<file path="config.mk">
export PLATFORM = sky130hd
export DESIGN_NAME = edge_event_detector
export DESIGN_NICKNAME = d
export VERILOG_FILES = /design/src/rtl/edge_event_pkg.sv /design/src/rtl/edge_event_channel.sv /design/src/rtl/edge_event_detector.sv
export SDC_FILE = /design/constraint.sdc
export NUM_CORES = 1
export LEC_CHECK = 0
export BUFFER_PORTS_ARGS = -buffer_cell sky130_fd_sc_hd__buf_4
export CAP_MARGIN = 20
export CORE_MARGIN = 10
export CORE_UTILIZATION = 55
export DETAILED_ROUTE_END_ITERATION = 8
export GPL_TIMING_DRIVEN = 0
export PLACE_DENSITY = 0.89
export SLEW_MARGIN = 30
export SYNTH_ARGS = -nofsm -noshare
export SYNTH_HDL_FRONTEND = slang
export SYNTH_SLANG_ARGS = --single-unit
</file>
<file path="constraint.sdc">
create_clock -name clk -period 2.1 [get_ports clk]
set_clock_uncertainty 0.15 [all_clocks]
set_input_delay 0.42 -clock clk [delete_from_list [all_inputs] [get_ports clk]]
set_output_delay 0.42 -clock clk [all_outputs]
set_load 0.005 [all_outputs]
</file>
<file path="src/rtl/edge_event_pkg.sv">
// Shared types and default sizing for the multi-channel edge event detector.
package edge_event_pkg;

  typedef enum logic [1:0] {
    EDGE_OFF  = 2'b00,
    EDGE_RISE = 2'b01,
    EDGE_FALL = 2'b10,
    EDGE_BOTH = 2'b11
  } edge_mode_t;

  localparam int DEF_CHANNELS    = 4;
  localparam int DEF_SYNC_STAGES = 2;
  localparam int DEF_FILT_W      = 4;

endpackage

</file>
<file path="src/rtl/edge_event_channel.sv">
// One input channel: synchroniser, glitch filter, filtered level, edge pulse and sticky flag.
module edge_event_channel
  import edge_event_pkg::*;
#(
  parameter int SYNC_STAGES = DEF_SYNC_STAGES,
  parameter int FILT_W      = DEF_FILT_W
) (
  input  logic              clk,
  input  logic              rstb,
  input  logic              ena,
  input  logic              data_i,
  input  logic [1:0]        mode_i,
  input  logic [FILT_W-1:0] filt_len_i,
  input  logic              clr_i,
  output logic              pulse_o,
  output logic              flag_o,
  output logic              level_o
);

  logic [SYNC_STAGES-1:0] sync_q, sync_d;
  logic [FILT_W-1:0]      cnt_q, cnt_d;
  logic                   level_q, level_d;
  logic                   pulse_q, pulse_d;
  logic                   flag_q, flag_d;
  logic                   qualify;

  // Direction of the pending toggle is the opposite of the current level.
  always_comb begin
    case (edge_mode_t'(mode_i))
      EDGE_RISE: qualify = ~level_q;
      EDGE_FALL: qualify = level_q;
      EDGE_BOTH: qualify = 1'b1;
      default:   qualify = 1'b0;
    endcase
  end

  always_comb begin
    sync_d  = sync_q;
    cnt_d   = cnt_q;
    level_d = level_q;
    pulse_d = 1'b0;
    if (ena) begin
      sync_d = {sync_q[SYNC_STAGES-2:0], data_i};
      if (sync_q[SYNC_STAGES-1] == level_q) begin
        cnt_d = '0;
      end else if (cnt_q < filt_len_i) begin
        cnt_d = cnt_q + FILT_W'(1);
      end else begin
        cnt_d   = '0;
        level_d = ~level_q;
        pulse_d = qualify;
      end
    end
    // Flag is set from the registered pulse so a clr seen alongside it cannot win.
    flag_d = pulse_q | (flag_q & ~clr_i);
  end

  always_ff @(posedge clk) begin
    if (!rstb) begin
      sync_q  <= '0;
      cnt_q   <= '0;
      level_q <= 1'b0;
      pulse_q <= 1'b0;
      flag_q  <= 1'b0;
    end else begin
      sync_q  <= sync_d;
      cnt_q   <= cnt_d;
      level_q <= level_d;
      pulse_q <= pulse_d;
      flag_q  <= flag_d;
    end
  end

  assign pulse_o = pulse_q;
  assign flag_o  = flag_q;
  assign level_o = level_q;

endmodule

</file>
<file path="src/rtl/edge_event_detector.sv">
// Multi-channel edge event detector: per-channel instances plus the combined interrupt.
module edge_event_detector
  import edge_event_pkg::*;
#(
  parameter int CHANNELS    = DEF_CHANNELS,
  parameter int SYNC_STAGES = DEF_SYNC_STAGES,
  parameter int FILT_W      = DEF_FILT_W
) (
  input  logic                  clk,
  input  logic                  rstb,
  input  logic                  ena,
  input  logic [CHANNELS-1:0]   data,
  input  logic [2*CHANNELS-1:0] mode,
  input  logic [FILT_W-1:0]     filt_len,
  input  logic [CHANNELS-1:0]   clr,
  output logic [CHANNELS-1:0]   edge_pulse,
  output logic [CHANNELS-1:0]   edge_flag,
  output logic [CHANNELS-1:0]   level,
  output logic                  irq
);

  for (genvar i = 0; i < CHANNELS; i++) begin : g_ch
    edge_event_channel #(
      .SYNC_STAGES(SYNC_STAGES),
      .FILT_W     (FILT_W)
    ) u_ch (
      .clk       (clk),
      .rstb      (rstb),
      .ena       (ena),
      .data_i    (data[i]),
      .mode_i    (mode[2*i +: 2]),
      .filt_len_i(filt_len),
      .clr_i     (clr[i]),
      .pulse_o   (edge_pulse[i]),
      .flag_o    (edge_flag[i]),
      .level_o   (level[i])
    );
  end

  assign irq = |edge_flag;

endmodule
</file>
; Word level (Yosys, flattened, before mapping)
; Cells that the tools add are included.
[word_totals]
reg_bits = 36
wordCells = 91
input_bits = 23
out_inout_bits = 13
[classes]
reduce_logical = 9
mux = 12
magnitude_cmp = 4
n_eq_ne = 16
add_sub_neg = 4
n_bitwise = 26
[op_table]
columns = operator, count
row1 = $mux W4, 8
row2 = $reduce_or A4 Y1, 5
row3 = $not A1 Y1, 18
row4 = $add A4 B1 Y4 const B, 4
row5 = $eq A2 B2 Y1 const B, 8
row6 = $lt A4 B4 Y1, 4
row7 = $pmux W1 S3, 4
row8 = $reduce_and A3 Y1, 4
row9 = $eq A2 B1 Y1 const B, 4
row10 = $and A1 B1 Y1, 4
row11 = $eq A1 B1 Y1, 4
row12 = $or A1 B1 Y1, 4

; Depth between registers and ports, before layout
; Gate-level depths: netlist of run 1.
[logic_depth]
ltp_word = 3
mapped_depth = 6
depth_no_buf = 6

; Modules after synthesis
; From an unflattened synthesis of run 1, not the netlist that was laid out.
[unflattened]
cells_unflattened = 241
hier_area_um2 = 2079.5
[by_module_without_submodules]
columns = mod, area_each_um2, seq_area_each_um2, cells_per_inst, n_inst
row1 = edge_event_channel, 518.0, 180.2, 60, 4
row2 = edge_event_detector, 7.5, 0.0, 1, 1

; Least setup slack after synthesis of run 1
; OpenSTA, ideal clock, no wires.
[synth_timing]
path_type = in2reg
start = in filt_len[1]
end = reg g_ch[2].u_ch.level_q
arrival_ps = 1354
slack_ps = 471
stages = 5
path_buffers = 0
t_required_ps = 1825
setup_ps = 125
path_cell_list = inv_1 -> ha_1 -> a2111oi_4 -> nor3b_1 -> mux2i_1
[synth_between]
elab_chain_len = 3
[synth_lines]
columns = item, line
row1 = start: declaration, edge_event_detector.sv:14  ; input logic [FILT_W-1:0] filt_len,
row2 = $lt A4 B4 Y1, edge_event_channel.sv:46  ; end else if (cnt_q < filt_len_i) begin
row3 = $not A1 Y1 (no line), -
row4 = $reduce_and A3 Y1 (no line), -
row5 = end signal: assignment, edge_event_channel.sv:68  ; level_q <= level_d;
row6 = end: declaration, edge_event_channel.sv:22  ; logic level_q, level_d;
; No other way between the ends.
; A chain may end at the register's enable or synchronous reset.

; Final worst setup path of run 1
[layout_timing]
start = reg g_ch[1].u_ch.flag_q
end = out irq
[layout_between]
elab_chain_len = 1
[layout_lines]
columns = item, line
row1 = start: declaration, edge_event_channel.sv:24  ; logic flag_q, flag_d;
row2 = start signal: assignment, edge_event_channel.sv:70  ; flag_q <= flag_d;
row3 = $reduce_or A4 Y1, edge_event_detector.sv:40  ; assign irq = |edge_flag;
row4 = end: declaration, edge_event_detector.sv:19  ; output logic irq
; No other way between the ends.

==> reports/qor.yml, run 1 <==
layout:
  mostFrequentLayoutCell: "sky130_fd_sc_hd__buf_4"
  fraction_of_layout_cells_with_a_size_suffix_above_1_pct: 22.9
  area_growth_syn_to_layout_pct: 20.1
  commonest_cells_after_routing_fill_and_taps_aside: "46 x sky130_fd_sc_hd__buf_4, 36 x sky130_fd_sc_hd__dfxtp_1, 26 x sky130_fd_sc_hd__nand2_1"
  fin_nets: 326
  num_antenna_cells: 0
  fin_util_pct: 70.0
worst_setup_path:
  worst-setup-path-type: "flip-flop to primary output"
  maximum_cell_stage_delay_along_the_critical_path_ps: 510
  cp_max_delay_cell: "sky130_fd_sc_hd__or4_1"
  r2r_end: "g_ch[1].u_ch.pulse_o$_SDFF_PP0_"
  crit_chain: "or4_1 -> buf_4"
  worst-r2r-setup-slack_ps: 470
  reg2reg_from: "g_ch[1].u_ch.cnt_q[2]$_SDFFE_PN0P_"
  required_ps: 1530
  end_kind: "primary output"
  timing.critical_path.from_type: "flip-flop"
  ff2ff_path_depth: 4
  timing.critical_path.arrival_ps: 1270
  cp_max_fo: 3
clock_network:
  numClockSinks: 36
  post_cts_buffers: 0
  ctsResizeCount: 0
  cts-buffers-inserted: 5
  post_cts_hold_buffer_count: 0
  tritoncts: "yes"
  clkTransAtPathRegs_ps: 70
  cts_max_level: 2
  clock_tree.buffer_depth: 2
  clock_tree.root_cell: "sky130_fd_sc_hd__clkbuf_8"
  clock_insertion_delay_worst_skew_ps: 290
sta:
  maxSlewHeadroom_pct: 61.8
  setup_violating_endpoint_count_in_the_final_report: 0
  timing.setup.tns_ps: 0
  fmaxAchievable_mhz: 544
  tightestPinTransition_ps: 573
  grt_setup_unrepaired: "false"
  final_period_minus_worst_setup_slack_ps: 1840
  timing_max_transition_violations_final: 0
  period_share_pct: 87.5
  hold_viol: 0
power:
  totalPowerFinal_mw: 1.53
  vdd_ir_drop_max_uv: 483
  clkPwrFrac_pct: 43.8
  seqPwrFrac_pct: 45.6
  power_report.internal_total_mw: 1.19
  comb_power_share_pct: 10.5
  power_per_cell_area_nw_per_um2: 580
  power.switching_mw: 0.343
  sw_frac_of_total_pct: 22.4
  power.static_leakage_nw: 1.11
detailed_routing:
  vias_per_cell: 5.56
  post-route-drc-count: 0
  drt_iter0_markers: 121
  drt_pass1_iterations: 4
  postRouteAntennaNets: 0
  wirelength_um: 5140
  route.vias.total: 1869
  wl_per_cell_um: 15.3
synth:
  post_synth_main_area_contributors: "sky130_fd_sc_hd__dfxtp_1 33%, sky130_fd_sc_hd__ha_1 9.1%, sky130_fd_sc_hd__mux2i_1 5.5%"
  synth.largest_area_cell: "sky130_fd_sc_hd__dfxtp_1"
  yosys_warnings: 0
  synthFlopType: "sky130_fd_sc_hd__dfxtp_1"
  postSynth.asyncResetShare_pct: 0
  post_synth_num_cell_types: 27
  mappedNetlistArea_um2: 2200
  ys_ff_latch: 36
  share_of_the_yosys_chip_area_belonging_to_registers_pct: 32.8
  syn-mean-instance-area_um2: 8.94
  synth_nets: 285
  synth_enable_flop_cells: 0
  postSynthCellCount: 246
  synth_top_cell_area_share_pct: 32.8
placement:
  place.gp.congestion: 0.879
  place.port_buffers: 34
  detailedPlacementHpwl_um: 3800
global_routing:
  grt.total_usage_pct: 14.3
  first_global_vias: 1896
  global_route_wire_length_before_repair_um: 8480
  antenna_found_initial: 0
  globalRoute.totalOverflow: 0
  grt_max_degree: 12
die:
  cell_rows: 22
  floorplan.initialDensity_pct: 58.3
  die_area_um2: 6930
  i_o_pin_cnt: 36
  floorplan.die.height_um: 83.2
  core_area_um2: 3770
  fp.dieW_um: 83.2
run_status:
  run_status: "finished, final reports clean"
hold_path:
  hold_path_startpoint: "data[3]"
  whs_path_depth: 3
  worst_hold_path_type: "input pin to flip-flop"
  worstHoldEndpoint: "g_ch[3].u_ch.sync_q[0]$_SDFFE_PN0P_"
job:
  cap_viol_max_count: 0
==> cell families after synthesis <==
family | synth area share, %
buffers and inverters | 7.57
xor gates and xnor gates | 3.19
DFF | 32.8
and+or+nand+nor | 23.8
adders and majority gates | 9.11
muxes | 5.46
AOI/OAI and AO/OA | 18.1
==> power by group through the flow <==
stage	sequential (mW)	clock (mW)	combinational (mW)
after detailed placement	0.715	0	0.159
final	0.699	0.672	0.161
after global routing	0.701	0.704	0.175
after global placement	0.714	0	0.154
after floorplan	0.713	0	0.100
after CTS	0.699	0.676	0.161
==> synthesized netlist by cell type, drive strengths merged (7+ instances only) <==
master	count
dfxtp	36
inv	10
nand3b	16
o21a	8
o211ai	7
nor2b	12
a21oi	8
nand2	26
nand2b	16
mux2i	12
nor2	8
o21ai	16
buf	17
ha	16
==> sequential cells by signal, indices dropped and copies added (netlist names) <==
register and count:
g_ch.u_ch.sync_q 8, g_ch.u_ch.level_o 4, g_ch.u_ch.pulse_o 4, g_ch.u_ch.flag_o 4, g_ch.u_ch.cnt_q 16
==> area by class of cell <==
type	count	area, um^2
Buffer	21	129
Clock buffer	7	96.3
Clock inverter	1	30.0
Fill cell	312	1130
Inverter	10	37.5
Multi-Input combinational cell	179	1310
Sequential cell	36	721
Tap cell	48	60.1
Timing Repair Buffer	34	255
==> critical path: cells and delay by family, from the launching register on <==
kind / cells / cell delay (ps)
buf+inv: 1 / 150
flops: 1 / 320
simple gates: 1 / 510
==> per-layer routing <==
| metal | wire length (um) | vias to the layer above | track usage (%) |
|---|---|---|---|
| li1 | - | 931 | - |
| met1 | 2230 | 866 | 16.4 |
| met2 | 2480 | 61 | 24.4 |
| met3 | 337 | 11 | 3.71 |
| met4 | 95 | 0 | 6.15 |
| met5 | 0 | - | 0 |
==> through the flow <==
stage                     cells  worst slack [ps]  hold slack, ps  instance area (um^2)
after floorplan             246               471             292                  2200
after global placement      328               204             298                  2510
after detailed placement    328               193             306                  2510
after CTS                   336               254             239                  2640
after global routing        336               208             259                  2640
final                       336               262             235                  2640
==> how the worst max path moves through the flow <==
stage                                         startpoint                           endpoint  slack (ps)  depth (start not counted)
after floorplan                              filt_len[1]  g_ch[2].u_ch.level_o$_SDFFE_PN0P_         470                          5
after global placement                               ena    g_ch[0].u_ch.pulse_o$_SDFF_PP0_         200                          4
after detailed placement                             ena    g_ch[0].u_ch.pulse_o$_SDFF_PP0_         190                          4
after CTS                 g_ch[1].u_ch.flag_o$_SDFF_PN0_                                irq         250                          2
after global routing      g_ch[1].u_ch.flag_o$_SDFF_PN0_                                irq         210                          2
final                     g_ch[1].u_ch.flag_o$_SDFF_PN0_                                irq         260                          2
(Power assumes the default switching activity.)
==> run 2, diff against run 1 <==
--- a/config.mk
+++ b/config.mk
@@ -7,11 +7,11 @@
 export LEC_CHECK = 0
 export BUFFER_PORTS_ARGS = -buffer_cell sky130_fd_sc_hd__buf_4
 export CAP_MARGIN = 20
-export CORE_MARGIN = 10
-export CORE_UTILIZATION = 55
+export CORE_MARGIN = 2
+export CORE_UTILIZATION = 40
 export DETAILED_ROUTE_END_ITERATION = 8
 export GPL_TIMING_DRIVEN = 0
-export PLACE_DENSITY = 0.89
+export PLACE_DENSITY = 0.71
 export SLEW_MARGIN = 30
 export SYNTH_ARGS = -nofsm -noshare
 export SYNTH_HDL_FRONTEND = slang
==> reports/qor.yml, run 2 (synthesized netlist as in run 1, its figures left out) <==
run_status:
  run_status: "finished, final reports clean"
global_routing:
  globalRoute.totalOverflow: 0  # unchanged
  grt_max_degree: 11  # -1
  global_route_wire_length_before_repair_um: 8340  # -1.6%
  antenna_found_initial: 0  # unchanged
  first_global_vias: 1778  # -6.2%
  grt.total_usage_pct: 17.2  # +2.8 points
detailed_routing:
  detail_route.wirelength.met1_um: 2270  # +1.9%
  highest_layer: "met4"
  post-route-drc-count: 0  # unchanged
  postRouteAntennaNets: 0  # unchanged
  dr_wl_met2_um: 2460  # -0.93%
  drt_iter0_markers: 108  # -11%
  wl_per_cell_um: 14.0  # -8.5%
  drt_pass1_iterations: 4  # unchanged
  vias_per_cell: 5.13  # -7.8%
  route.vias.total: 1837  # -1.7%
  wl_met3_um: 238  # -29%
  wirelength_um: 5010  # -2.5%
power:
  power_per_cell_area_nw_per_um2: 517  # -11%
  comb_power_share_pct: 11.8  # +1.3 points
  power.switching_mw: 0.324  # -5.7%
  totalPowerFinal_mw: 1.36  # -11%
  vdd_ir_drop_max_uv: 359  # -26%
  seqPwrFrac_pct: 51.4  # +5.8 points
  power.static_leakage_nw: 1.09  # -1.7%
  power_report.internal_total_mw: 1.04  # -13%
  sw_frac_of_total_pct: 23.8  # +1.4 points
  clkPwrFrac_pct: 36.8  # -7.0 points
worst_setup_path:
  maximum_cell_stage_delay_along_the_critical_path_ps: 520  # about the same
  timing.critical_path.arrival_ps: 1270  # about the same
  end_kind: "primary output"
  cp_max_fo: 3  # unchanged
  worst-setup-path-type: "flip-flop to primary output"
  required_ps: 1530  # about the same
  worst-r2r-setup-slack_ps: 480  # about the same
  critical-path-top-delay-family: "simple AND/OR/NAND/NOR gates"
  ff2ff_path_depth: 4  # unchanged
  timing.critical_path.from_type: "flip-flop"
  r2r_end: "g_ch[1].u_ch.pulse_o$_SDFF_PP0_"
  reg2reg_from: "g_ch[1].u_ch.cnt_q[2]$_SDFFE_PN0P_"
  cp_max_delay_cell: "sky130_fd_sc_hd__or4_1"
  crit_chain: "or4_1 -> buf_4"
  critPathBufInv: 1  # unchanged
hold_path:
  hold_path_startpoint: "data[3]"
  whs_path_depth: 3  # unchanged
  worstHoldEndpoint: "g_ch[3].u_ch.sync_q[0]$_SDFFE_PN0P_"
  worst_hold_path_type: "input pin to flip-flop"
die:
  cell_rows: 26  # +18%
  floorplan.initialDensity_pct: 42.2  # -16 points
  core_area_um2: 5200  # +38%
  floorplan.die.height_um: 78.1  # -6.1%
  fp.dieW_um: 78.1  # -6.1%
  i_o_pin_cnt: 36  # unchanged
  die_area_um2: 6110  # -12%
layout:
  seq_area_um2: 721  # unchanged
  num_antenna_cells: 0  # unchanged
  commonest_cells_after_routing_fill_and_taps_aside: "46 x sky130_fd_sc_hd__buf_4, 36 x sky130_fd_sc_hd__dfxtp_1, 26 x sky130_fd_sc_hd__nand2_1"
  multi_input_comb_area_um2: 1310  # unchanged
  register_ranked_first_by_flip_flop_count: "g_ch.u_ch.cnt_q"
  top_regs: "g_ch.u_ch.cnt_q (16), g_ch.u_ch.sync_q (8)"
  stdcell_count: 358  # +6.5%
  area_growth_syn_to_layout_pct: 19.7
  fin_nets: 326  # unchanged
  fraction_of_layout_cells_with_a_size_suffix_above_1_pct: 22.2  # -0.69 points
  fillCellCount: 514  # +65%
  mostFrequentLayoutCell: "sky130_fd_sc_hd__buf_4"
  largest_register_ffs: 16  # unchanged
clock_network:
  clock_tree.buffer_depth: 2  # unchanged
  clock_insertion_delay_worst_skew_ps: 280  # about the same
  cts_max_level: 2  # unchanged
  post_cts_hold_buffer_count: 0  # unchanged
  cts-buffers-inserted: 5  # unchanged
  ctsResizeCount: 0  # unchanged
  clkTransAtPathRegs_ps: 70  # about the same
  post_cts_buffers: 0  # unchanged
  tritoncts: "yes"
  numClockSinks: 36  # unchanged
  clock_tree.root_cell: "sky130_fd_sc_hd__clkbuf_8"
sta:
  setup_violating_endpoint_count_in_the_final_report: 0  # unchanged
  grt_setup_unrepaired: "false"
  timing.setup.tns_ps: 0  # unchanged
  maxSlewHeadroom_pct: 62.5  # +0.69 points
  timing_max_transition_violations_final: 0  # unchanged
  tightestPinTransition_ps: 563  # -10.4 ps
  hold_viol: 0  # unchanged
  worst_setup_slack_final_ps: 265  # +2.99 ps
  hold_ws_ps: 246  # +11.4 ps
  period_share_pct: 87.4  # -0.14 points
  fmaxAchievable_mhz: 545  # +0.16%
  final_period_minus_worst_setup_slack_ps: 1840  # -2.99 ps
placement:
  place.port_buffers: 34  # unchanged
  place_ws_ps: 164  # -28.6 ps
  place.gp.congestion: 0.811  # -7.7%
  detailedPlacementHpwl_um: 3640  # -4.1%
  dpl.cell_count: 350  # +6.7%
job:
  cap_viol_max_count: 0  # unchanged
run 2: worst min-delay path, delay by kind of cell:
family	cells	cell delay, ps
buf+inv	1	80
simple gates	1	90
mux	1	50
run 2: layout make-up:
type,count,share of cell area [%]
inverters,10,1.43
repair buffers,34,9.70
plain buffers,21,4.90
multi-input cells,179,49.8
well taps,70,3.33
clock buffers,8,3.42
flip-flops and latches,36,27.4
run 2: how the worst max path moves through the flow:
stage | from | to | cells after the start | slack [ps]
6_report | g_ch[1].u_ch.flag_o$_SDFF_PN0_ | irq | 2 | 260
5_1_grt | g_ch[1].u_ch.flag_o$_SDFF_PN0_ | irq | 2 | 230
4_1_cts | g_ch[1].u_ch.flag_o$_SDFF_PN0_ | irq | 2 | 280
3_5_place_dp | filt_len[2] | g_ch[1].u_ch.pulse_o$_SDFF_PP0_ | 6 | 160
3_3_place_gp | ena | g_ch[0].u_ch.pulse_o$_SDFF_PP0_ | 4 | 170
2_1_floorplan | filt_len[1] | g_ch[2].u_ch.level_o$_SDFFE_PN0P_ | 5 | 470
run 2: per-layer routing:
metal	track usage [%]	up-vias
met5	0	-
met4	4.91	0
met3	3.33	6
met2	29.5	44
met1	21.9	854
li1	-	933
run 2: power by group through the flow:
stage	Sequential [mW]	Combinational, mW	Clock [mW]
2_1_floorplan	0.713	0.100	0
3_3_place_gp	0.714	0.158	0
3_5_place_dp	0.715	0.161	0
4_1_cts	0.699	0.162	0.514
5_1_grt	0.700	0.176	0.553
6_report	0.699	0.161	0.502
run 2: per-stage QoR:
| stage | area, um^2 | util [%] |
|---|---|---|
| floorplan | 2200 | - |
| global route | 2630 | 50.6 |
| CTS | 2630 | 50.6 |
| global placement | 2540 | 48.8 |
| detailed placement | 2540 | 48.8 |
| finish | 2630 | 50.6 |
==> run 3, diff against run 2 <==
--- a/config.mk
+++ b/config.mk
@@ -8,10 +8,11 @@
 export BUFFER_PORTS_ARGS = -buffer_cell sky130_fd_sc_hd__buf_4
 export CAP_MARGIN = 20
 export CORE_MARGIN = 2
-export CORE_UTILIZATION = 40
+export CORE_UTILIZATION = 56
 export DETAILED_ROUTE_END_ITERATION = 8
 export GPL_TIMING_DRIVEN = 0
-export PLACE_DENSITY = 0.71
+export PLACE_DENSITY = 0.9
+export SETUP_SLACK_MARGIN = 0.02
 export SLEW_MARGIN = 30
 export SYNTH_ARGS = -nofsm -noshare
 export SYNTH_HDL_FRONTEND = slang
==> reports/qor.yml, run 3 (synthesized netlist as in run 1, its figures left out) <==
layout:
  stdcell_count: 336  # -6.1%
  largest_register_ffs: 16  # unchanged
  fin_nets: 326  # unchanged
  commonest_cells_after_routing_fill_and_taps_aside: "46 x sky130_fd_sc_hd__buf_4, 36 x sky130_fd_sc_hd__dfxtp_1, 26 x sky130_fd_sc_hd__nand2_1"
  fillCellCount: 314  # -39%
  seq_area_um2: 721  # unchanged
  top_regs: "g_ch.u_ch.cnt_q (16), g_ch.u_ch.sync_q (8)"
  fraction_of_layout_cells_with_a_size_suffix_above_1_pct: 22.2  # unchanged
  area_growth_syn_to_layout_pct: 18.4
  mostFrequentLayoutCell: "sky130_fd_sc_hd__buf_4"
  multi_input_comb_area_um2: 1310  # unchanged
  layout.cell_area.non_filler_um2: 2600  # -1.0%
  num_antenna_cells: 0  # unchanged
  register_ranked_first_by_flip_flop_count: "g_ch.u_ch.cnt_q"
detailed_routing:
  wl_per_cell_um: 14.2  # +1.5%
  dr_wl_met2_um: 2290  # -6.8%
  detail_route.wirelength.met1_um: 2090  # -7.9%
  post-route-drc-count: 0  # unchanged
  route.vias.total: 1861  # +1.3%
  postRouteAntennaNets: 0  # unchanged
  wirelength_um: 4770  # -4.7%
  drt_pass1_iterations: 4  # unchanged
  drt_iter0_markers: 98  # -9.3%
  vias_per_cell: 5.54  # +7.9%
  wl_met3_um: 322  # +35%
  highest_layer: "met4"
hold_path:
  worstHoldEndpoint: "g_ch[1].u_ch.sync_q[0]$_SDFFE_PN0P_"
  whs_path_depth: 3  # unchanged
  worst_hold_path_type: "input pin to flip-flop"
  hold_path_startpoint: "data[1]"
die:
  cell_rows: 22  # -15%
  fp.dieW_um: 66.7  # -15%
  floorplan.initialDensity_pct: 59.2  # +17 points
  floorplan.die.height_um: 66.7  # -15%
  die_area_um2: 4440  # -27%
  i_o_pin_cnt: 36  # unchanged
  core_area_um2: 3720  # -29%
worst_setup_path:
  cp_max_fo: 3  # unchanged
  worst-r2r-setup-slack_ps: 520  # +40 ps
  r2r_end: "g_ch[0].u_ch.pulse_o$_SDFF_PP0_"
  reg2reg_from: "g_ch[0].u_ch.cnt_q[2]$_SDFFE_PN0P_"
  required_ps: 1530  # about the same
  timing.critical_path.arrival_ps: 1270  # about the same
  end_kind: "primary output"
  ff2ff_path_depth: 4  # unchanged
  worst-setup-path-type: "flip-flop to primary output"
  setup.worst_path.start: "g_ch[1].u_ch.flag_o$_SDFF_PN0_"
  timing.critical_path.from_type: "flip-flop"
power:
  power.static_leakage_nw: 1.09  # unchanged
  totalPowerFinal_mw: 1.37  # +0.53%
  power_per_cell_area_nw_per_um2: 526  # +1.6%
  vdd_ir_drop_max_uv: 346  # -3.5%
clock_network:
  tritoncts: "yes"
  cts-buffers-inserted: 5  # unchanged
  post_cts_hold_buffer_count: 0  # unchanged
  clock_tree.buffer_depth: 2  # unchanged
  cts_max_level: 2  # unchanged
  clock_insertion_delay_worst_skew_ps: 290  # about the same
  numClockSinks: 36  # unchanged
  clock_tree.root_cell: "sky130_fd_sc_hd__clkbuf_8"
  clkTransAtPathRegs_ps: 70  # about the same
  post_cts_buffers: 0  # unchanged
  ctsResizeCount: 0  # unchanged
sta:
  timing_max_transition_violations_final: 0  # unchanged
  maxSlewHeadroom_pct: 62.9  # +0.45 points
  fmaxAchievable_mhz: 544  # -0.11%
  grt_setup_unrepaired: "false"
  timing.setup.tns_ps: 0  # unchanged
  hold_ws_ps: 230  # -16.3 ps
  hold_viol: 0  # unchanged
  final_period_minus_worst_setup_slack_ps: 1840  # +1.94 ps
  period_share_pct: 87.5  # +0.092 points
  tightestPinTransition_ps: 556  # -6.82 ps
  setup_violating_endpoint_count_in_the_final_report: 0  # unchanged
global_routing:
  first_global_vias: 1756  # -1.2%
  globalRoute.totalOverflow: 0  # unchanged
  global_route_wire_length_before_repair_um: 7830  # -6.1%
  grt.total_usage_pct: 23.7  # +6.6 points
  antenna_found_initial: 0  # unchanged
  grt_max_degree: 11  # unchanged
placement:
  detailedPlacementHpwl_um: 3540  # -2.8%
  dpl.cell_count: 328  # -6.3%
  placed_area_um2: 2510  # -1.1%
  place.gp.congestion: 0.813  # +0.20%
  place.port_buffers: 34  # unchanged
run_status:
  run_status: "finished, final reports clean"
job:
  cap_viol_max_count: 0  # unchanged
run 3: cell counts in the layout (fill, tap and decap cells not counted):
Identical to the previous run, type by type.
run 3: how the worst max path moves through the flow:
stage	endpoint	slack (ps)	cells past startpoint
floorplan	g_ch[2].u_ch.level_o$_SDFFE_PN0P_	470	5
global placement	g_ch[0].u_ch.pulse_o$_SDFF_PP0_	220	4
detailed placement	g_ch[0].u_ch.pulse_o$_SDFF_PP0_	170	4
CTS	irq	260	2
global route	irq	230	2
finish	irq	260	2
run 3: layer usage:
layer,GRT usage [%],vias up
li1,-,937
met1,27.5,869
met2,41.6,48
met3,6.25,7
met4,8.93,0
met5,0,-
run 3: worst max-delay path, cell delays in order, from the launching register on:
cell	delay [ps]
sky130_fd_sc_hd__dfxtp_1	320
sky130_fd_sc_hd__or4_1	510
sky130_fd_sc_hd__buf_4	150
run 3: final cells by class:
class | instances | area share, %
multi-input combinational | 179 | 50.4
clock buffer | 8 | 3.46
inverter | 10 | 1.44
sequential | 36 | 27.7
tap | 48 | 2.31
timing repair buffer | 34 | 9.80
buffer | 21 | 4.95
run 3: power by group:
part	internal, mW	switching (mW)	total (mW)
Combinational	0.0788	0.0821	0.161
Clock	0.267	0.241	0.509
Sequential	0.691	0.00787	0.699
Total	1.04	0.331	1.37
run 3: per-stage QoR:
stage                     util [%]  worst slack, ps
after floorplan                  -              471
after global placement        67.6              217
after detailed placement      67.6              166
after CTS                     70.1              256
after global routing          70.1              232
final                         70.1              263
